--- config.mk ---
export PLATFORM = sky130hd
export DESIGN_NAME = slice_serial_adder
export DESIGN_NICKNAME = d
export VERILOG_FILES = /design/src/rtl/adder_pkg.sv /design/src/rtl/adder_slice.sv /design/src/rtl/full_adder.sv /design/src/rtl/slice_serial_adder.sv
export SDC_FILE = /design/constraint.sdc
export NUM_CORES = 1
export LEC_CHECK = 0
export CORE_UTILIZATION = 35
export CTS_CLUSTER_SIZE = 25
export DETAILED_ROUTE_END_ITERATION = 7
export DONT_BUFFER_PORTS = 1
export REMOVE_ABC_BUFFERS = 1
export SETUP_SLACK_MARGIN = 0.4
export SLEW_MARGIN = 20
export SYNTH_ARGS = -nofsm -noshare
export SYNTH_HDL_FRONTEND = slang
export SYNTH_SLANG_ARGS = --single-unit
--- constraint.sdc ---
create_clock -name clk -period 3.35 [get_ports clk]
set_input_delay 0.335 -clock clk [delete_from_list [all_inputs] [get_ports clk]]
set_output_delay 0.335 -clock clk [all_outputs]
set_load 0.05 [all_outputs]
--- src/rtl/adder_pkg.sv ---
// Shared definitions for the serial adder: FSM state encoding and op-mode constants.
package adder_pkg;

    typedef enum logic [1:0] {
        IDLE = 2'd0,
        RUN  = 2'd1,
        DONE = 2'd2
    } state_e;

    localparam logic OP_ADD = 1'b0;
    localparam logic OP_SUB = 1'b1;

endpackage

--- src/rtl/adder_slice.sv ---
// Combinational SLICE-bit ripple adder built from full_adder cells.
// Also exposes the carry into the slice MSB so the top can derive signed overflow.
module adder_slice #(
    parameter int SLICE = 4
) (
    input  logic [SLICE-1:0] a_i,
    input  logic [SLICE-1:0] b_i,
    input  logic             c_i,
    output logic [SLICE-1:0] s_o,
    output logic             c_o,
    output logic             c_msb_o
);

    logic [SLICE:0] carry;

    assign carry[0] = c_i;

    for (genvar gi = 0; gi < SLICE; gi++) begin : g_bit
        full_adder u_fa (
            .a_i (a_i[gi]),
            .b_i (b_i[gi]),
            .c_i (carry[gi]),
            .s_o (s_o[gi]),
            .c_o (carry[gi+1])
        );
    end

    assign c_o     = carry[SLICE];
    assign c_msb_o = carry[SLICE-1];

endmodule

--- src/rtl/full_adder.sv ---
// One-bit full adder cell, the building block of the ripple slice.
module full_adder (
    input  logic a_i,
    input  logic b_i,
    input  logic c_i,
    output logic s_o,
    output logic c_o
);

    assign s_o = a_i ^ b_i ^ c_i;
    assign c_o = (a_i & b_i) | (c_i & (a_i ^ b_i));

endmodule

--- src/rtl/slice_serial_adder.sv ---
// Multi-cycle add/subtract: one SLICE-bit ripple slice reused NSLICE times,
// carry held in a register, valid/ready on both sides.
module slice_serial_adder
    import adder_pkg::*;
#(
    parameter int WIDTH = 16,
    parameter int SLICE = 4
) (
    input  logic             clk,
    input  logic             rst,
    input  logic             in_valid,
    output logic             in_ready,
    input  logic [WIDTH-1:0] a,
    input  logic [WIDTH-1:0] b,
    input  logic             cin,
    input  logic             sub,
    output logic             out_valid,
    input  logic             out_ready,
    output logic [WIDTH-1:0] sum,
    output logic             cout,
    output logic             ovf
);

    localparam int NSLICE = (SLICE < 1) ? 1 : WIDTH / SLICE;
    localparam int CW     = (NSLICE > 1) ? $clog2(NSLICE) : 1;
    localparam logic [CW-1:0] LAST = CW'(NSLICE - 1);

    if (SLICE < 1) begin : g_chk_slice
        $fatal(1, "slice_serial_adder: SLICE must be at least 1");
    end else if ((WIDTH % SLICE) != 0) begin : g_chk_width
        $fatal(1, "slice_serial_adder: WIDTH must be a multiple of SLICE");
    end

    state_e           state_q, state_d;
    logic [CW-1:0]    cnt_q, cnt_d;
    logic [WIDTH-1:0] a_q, a_d;
    logic [WIDTH-1:0] b_q, b_d;
    logic [WIDTH-1:0] res_q, res_d;
    logic             carry_q, carry_d;
    logic [WIDTH-1:0] sum_q, sum_d;
    logic             cout_q, cout_d;
    logic             ovf_q, ovf_d;

    logic [SLICE-1:0] s_sum;
    logic             s_cout;
    logic             s_cmsb;
    logic [WIDTH-1:0] slice_ext;

    adder_slice #(.SLICE(SLICE)) u_slice (
        .a_i     (a_q[SLICE-1:0]),
        .b_i     (b_q[SLICE-1:0]),
        .c_i     (carry_q),
        .s_o     (s_sum),
        .c_o     (s_cout),
        .c_msb_o (s_cmsb)
    );

    assign slice_ext = WIDTH'(s_sum);

    always_comb begin
        state_d   = state_q;
        cnt_d     = cnt_q;
        a_d       = a_q;
        b_d       = b_q;
        res_d     = res_q;
        carry_d   = carry_q;
        sum_d     = sum_q;
        cout_d    = cout_q;
        ovf_d     = ovf_q;
        in_ready  = 1'b0;
        out_valid = 1'b0;

        case (state_q)
            IDLE: begin
                in_ready = !rst;
                if (in_valid) begin
                    state_d = RUN;
                    a_d     = a;
                    b_d     = (sub == OP_SUB) ? ~b : b;
                    carry_d = (sub == OP_SUB) ? 1'b1 : cin;
                    cnt_d   = '0;
                end
            end
            RUN: begin
                // Result fills from the top so the last slice lands in the MSBs.
                res_d   = (res_q >> SLICE) | (slice_ext << (WIDTH - SLICE));
                a_d     = a_q >> SLICE;
                b_d     = b_q >> SLICE;
                carry_d = s_cout;
                cnt_d   = cnt_q + 1'b1;
                if (cnt_q == LAST) begin
                    sum_d   = res_d;
                    cout_d  = s_cout;
                    ovf_d   = s_cmsb ^ s_cout;
                    state_d = DONE;
                end
            end
            DONE: begin
                out_valid = 1'b1;
                if (out_ready) begin
                    state_d = IDLE;
                end
            end
            default: state_d = IDLE;
        endcase
    end

    always_ff @(posedge clk) begin
        if (rst) begin
            state_q <= IDLE;
            cnt_q   <= '0;
            a_q     <= '0;
            b_q     <= '0;
            res_q   <= '0;
            carry_q <= 1'b0;
            sum_q   <= '0;
            cout_q  <= 1'b0;
            ovf_q   <= 1'b0;
        end else begin
            state_q <= state_d;
            cnt_q   <= cnt_d;
            a_q     <= a_d;
            b_q     <= b_d;
            res_q   <= res_d;
            carry_q <= carry_d;
            sum_q   <= sum_d;
            cout_q  <= cout_d;
            ovf_q   <= ovf_d;
        end
    end

    assign sum  = sum_q;
    assign cout = cout_q;
    assign ovf  = ovf_q;

endmodule

==> flow_metrics.py <==
metrics = {
    "outcome": {
        "run_status": "complete, no violations",
    },
    "pwr": {
        "power-per-cell-area_nw_per_um2": 547.0,
        "power.clock.fraction_pct": 38.1,
        "vdd_ir_drop_max_v": 0.0003117,
        "total_power_draw_mw": 1.683,
        "cell_internal_pwr_mw": 1.263,
        "power.static_leakage_nw": 1.073,
        "power.switching_mw": 0.4199,
        "share_comb_of_total_power_pct": 10.1,
        "p_sw_share_pct": 24.95,
        "power_frac_seq_pct": 51.8,
    },
    "synth": {
        "gate_count_after_technology_mapping": 317,
        "synth_seq_cells": 67,
        "post-synth-top-area-cell": "dfxtp_1",
        "post_synth.cell_area_avg_um2": 9.031,
        "ys_warn_count": 0,
        "cell_area_after_synthesis_um2": 2863,
        "ys_top_cells_by_area": "dfxtp_1 (47%), a21oi_1 (7.0%), nand2_1 (6.8%)",
        "netlist-cell-type-count": 27,
        "synth_top_area_share_pct": 46.85,
        "ys_seq_area_share_pct": 46.85,
    },
    "setup_path": {
        "crit_path_max_fanout": 3,
        "number_of_cell_instances_on_the_worst_register_to_register_path": 10,
        "regToRegStartpoint": "carry_q$_SDFFE_PP0P_",
        "arrival_time_of_the_worst_setup_path_ns": 2.49,
        "timing.setup.critical_path_class": "register to register",
        "crit_path_required_time_ns": 3.60,
        "end_kind": "register",
        "crit-reg2reg-capture": "carry_q$_SDFFE_PP0P_",
        "critPathLaunchType": "register",
        "reg2reg_slack_ns": 1.11,
    },
    "drt": {
        "routed_wl_um": 6423,
        "met3_wirelength_from_detailed_routing_um": 405,
        "detail_route.iter0.violations": 132,
        "route.detailed.wl_per_inst_um": 15.59,
        "route.top_layer_used": "met4",
        "postRouteAntennaNets": 0,
        "met2WireLength_um": 2934,
        "drc_violations_left": 0,
        "viasPerCell": 5.206,
        "route.vias.total": 2145,
        "drtPass1Iterations": 4,
        "routedLengthMet1_um": 2988,
    },
    "die": {
        "dieArea_um2": 8545,
        "core_um2": 7807,
        "placement_rows": 32,
        "io_pins": 58,
        "start_util_pct": 36.67,
        "die_height_um": 92.44,
        "die_w_um": 92.44,
    },
    "cts": {
        "cts_repair_resize_count": 0,
        "clock_path_buffers": 2,
        "holdBufCountCts": 0,
        "cts_max_level": 3,
        "worstSkewPairLatency_ns": 0.34,
        "clkSinkCount": 67,
        "clock_tree_from_tritoncts": "built",
        "clkSlewWorstSetupHoldPaths_ns": 0.07,
        "post-cts-setup-buffer-count": 0,
        "cts_root_buffer": "clkbuf_8",
        "cts_inserted_buffers": 9,
    },
    "finish": {
        "finalNonFillerCells": 412,
        "area.growth.synth_to_final_pct": 7.474,
        "layout.cells.most_common_list": "dfxtp_1 (67), nand2_1 (52), a21oi_1 (40)",
        "post-route-cell-area_um2": 3077,
        "layout.nets": 348,
        "antennaDiodeCount": 0,
        "layout.cells.most_common": "dfxtp_1",
        "post_route_cells_drive_above_1_share_pct": 10.97,
    },
    "sta": {
        "transition_time_of_the_tightest_slew_check_pin_ns": 0.9725,
        "post-route-period-util_pct": 66.74,
        "grt_setup_unrepaired": "false",
        "fmax_mhz": 447.3,
        "hold-worst-slack_ns": 0.05498,
        "finalClockSkew_ns": 0.009435,
        "setup_viol": 0,
        "layout_min_cycle_time_ns": 2.236,
        "hold_viol": 0,
        "timing.max_slew.rel_slack_pct": 35.12,
        "timing.final.max_slew_violations": 0,
        "fin_setup_tns_ns": 0,
    },
    "global_route": {
        "antenna_violations_before_repair": 0,
        "grt-ovfl-total": 0,
        "grt_pass1_wl_um": 10520,
        "grt_pass1_vias": 2022,
        "grt_start_max_net_pins": 69,
        "gr-usage-all-layers_pct": 16.06,
    },
    "min_path": {
        "hold_end": "sum[0]$_SDFFE_PP0P_",
        "worstHoldStart": "rst",
        "hp-class": "primary input to register",
        "whs_path_depth": 1,
    },
    "placement": {
        "gpl.final_weighted_congestion": 0.7194,
        "number_of_input_and_output_port_buffers_inserted": 0,
        "postPlaceCellArea_um2": 2892,
        "hpwl_after_dpl_um": 4086,
        "place.detailed.instances": 396,
    },
    "job": {
        "max_cap_viol_count": 0,
    },
}
==> layer usage <==
| layer | vias up | track usage (%) |
|---|---|---|
| met5 | - | 0 |
| met4 | 0 | 5.859 |
| met3 | 8 | 6.568 |
| met2 | 60 | 23.89 |
| met1 | 995 | 20.78 |
| li1 | 1082 | - |
==> stage by stage <==
step | util, % | setup slack (ns)
finish | 39.41 | 1.114
global route | 39.41 | 0.9742
CTS | 39.41 | 1.095
detailed placement | 37.04 | 1.111
global placement | 37.04 | 1.196
floorplan | - | 1.133
==> registers in the layout, indices dropped and copies added, names as in the netlist <==
name     cells
cnt_q        2
a_q         16
carry_q      1
state_q      2
res_q       12
b_q         16
cout         1
ovf          1
sum         16
==> worst max path at each step <==
stage	startpoint	end	slack, ns	cells past startpoint
final	carry_q$_SDFFE_PP0P_	carry_q$_SDFFE_PP0P_	1.11	10
after global routing	carry_q$_SDFFE_PP0P_	ovf$_SDFFE_PP0P_	0.97	10
after CTS	carry_q$_SDFFE_PP0P_	carry_q$_SDFFE_PP0P_	1.09	10
after detailed placement	carry_q$_SDFFE_PP0P_	carry_q$_SDFFE_PP0P_	1.11	10
after global placement	a_q[0]$_SDFFE_PP0P_	sum[15]$_SDFFE_PP0P_	1.20	8
after floorplan	state_q[0]$_SDFFE_PP0P_	b_q[0]$_SDFFE_PP0P_	1.13	3
==> area by class of cell <==
cell class,instances,area [um2]
Inverter,18,67.56
Timing Repair Buffer,4,30.03
Clock inverter,5,53.80
Tap cell,102,127.6
Clock buffer,11,131.4
Sequential cell,67,1341
Multi-Input combinational cell,205,1325
Fill cell,802,4731
==> Yosys cell counts, drive strengths merged <==
cell type   n
fa          4
inv        18
o22ai      12
a21oi      40
or4b        1
xnor2      13
o221a      12
nor2b       2
nor2       16
nand3b      1
nor3b       1
nand2      52
mux2i       1
a22oi      21
nor3        1
ha          1
o21bai      1
and3b       1
clkbuf     10
nand2b      3
o22a       12
dfxtp      67
a211oi      6
buf        17
xor2        4
==> cells by family after synthesis <==
family / after synthesis / synth area share, %
flops: 67 / 46.85
fa+ha+maj: 5 / 3.234
buf+inv: 45 / 6.949
mux: 1 / 0.3497
simple gates: 78 / 11.93
compound gates: 104 / 25.48
xor+xnor: 17 / 5.201
==> power groups by stage <==
stage | clock network, mW | logic (mW) | registers (mW)
after detailed placement | 0 | 0.172 | 0.889
after global routing | 0.701 | 0.191 | 0.878
after global placement | 0 | 0.167 | 0.888
final | 0.642 | 0.169 | 0.872
after floorplan | 0 | 0.133 | 0.883
after CTS | 0.663 | 0.172 | 0.871
==> critical path, stage by stage (launching register included) <==
cell and delay, ns:
dfxtp_1 0.32, inv_1 0.07, fa_1 0.42, inv_1 0.08, fa_1 0.18, fa_1 0.20
inv_1 0.07, fa_1 0.42, nand2_1 0.10, a21oi_1 0.06, a211oi_1 0.23
(Power assumes the default switching activity.)
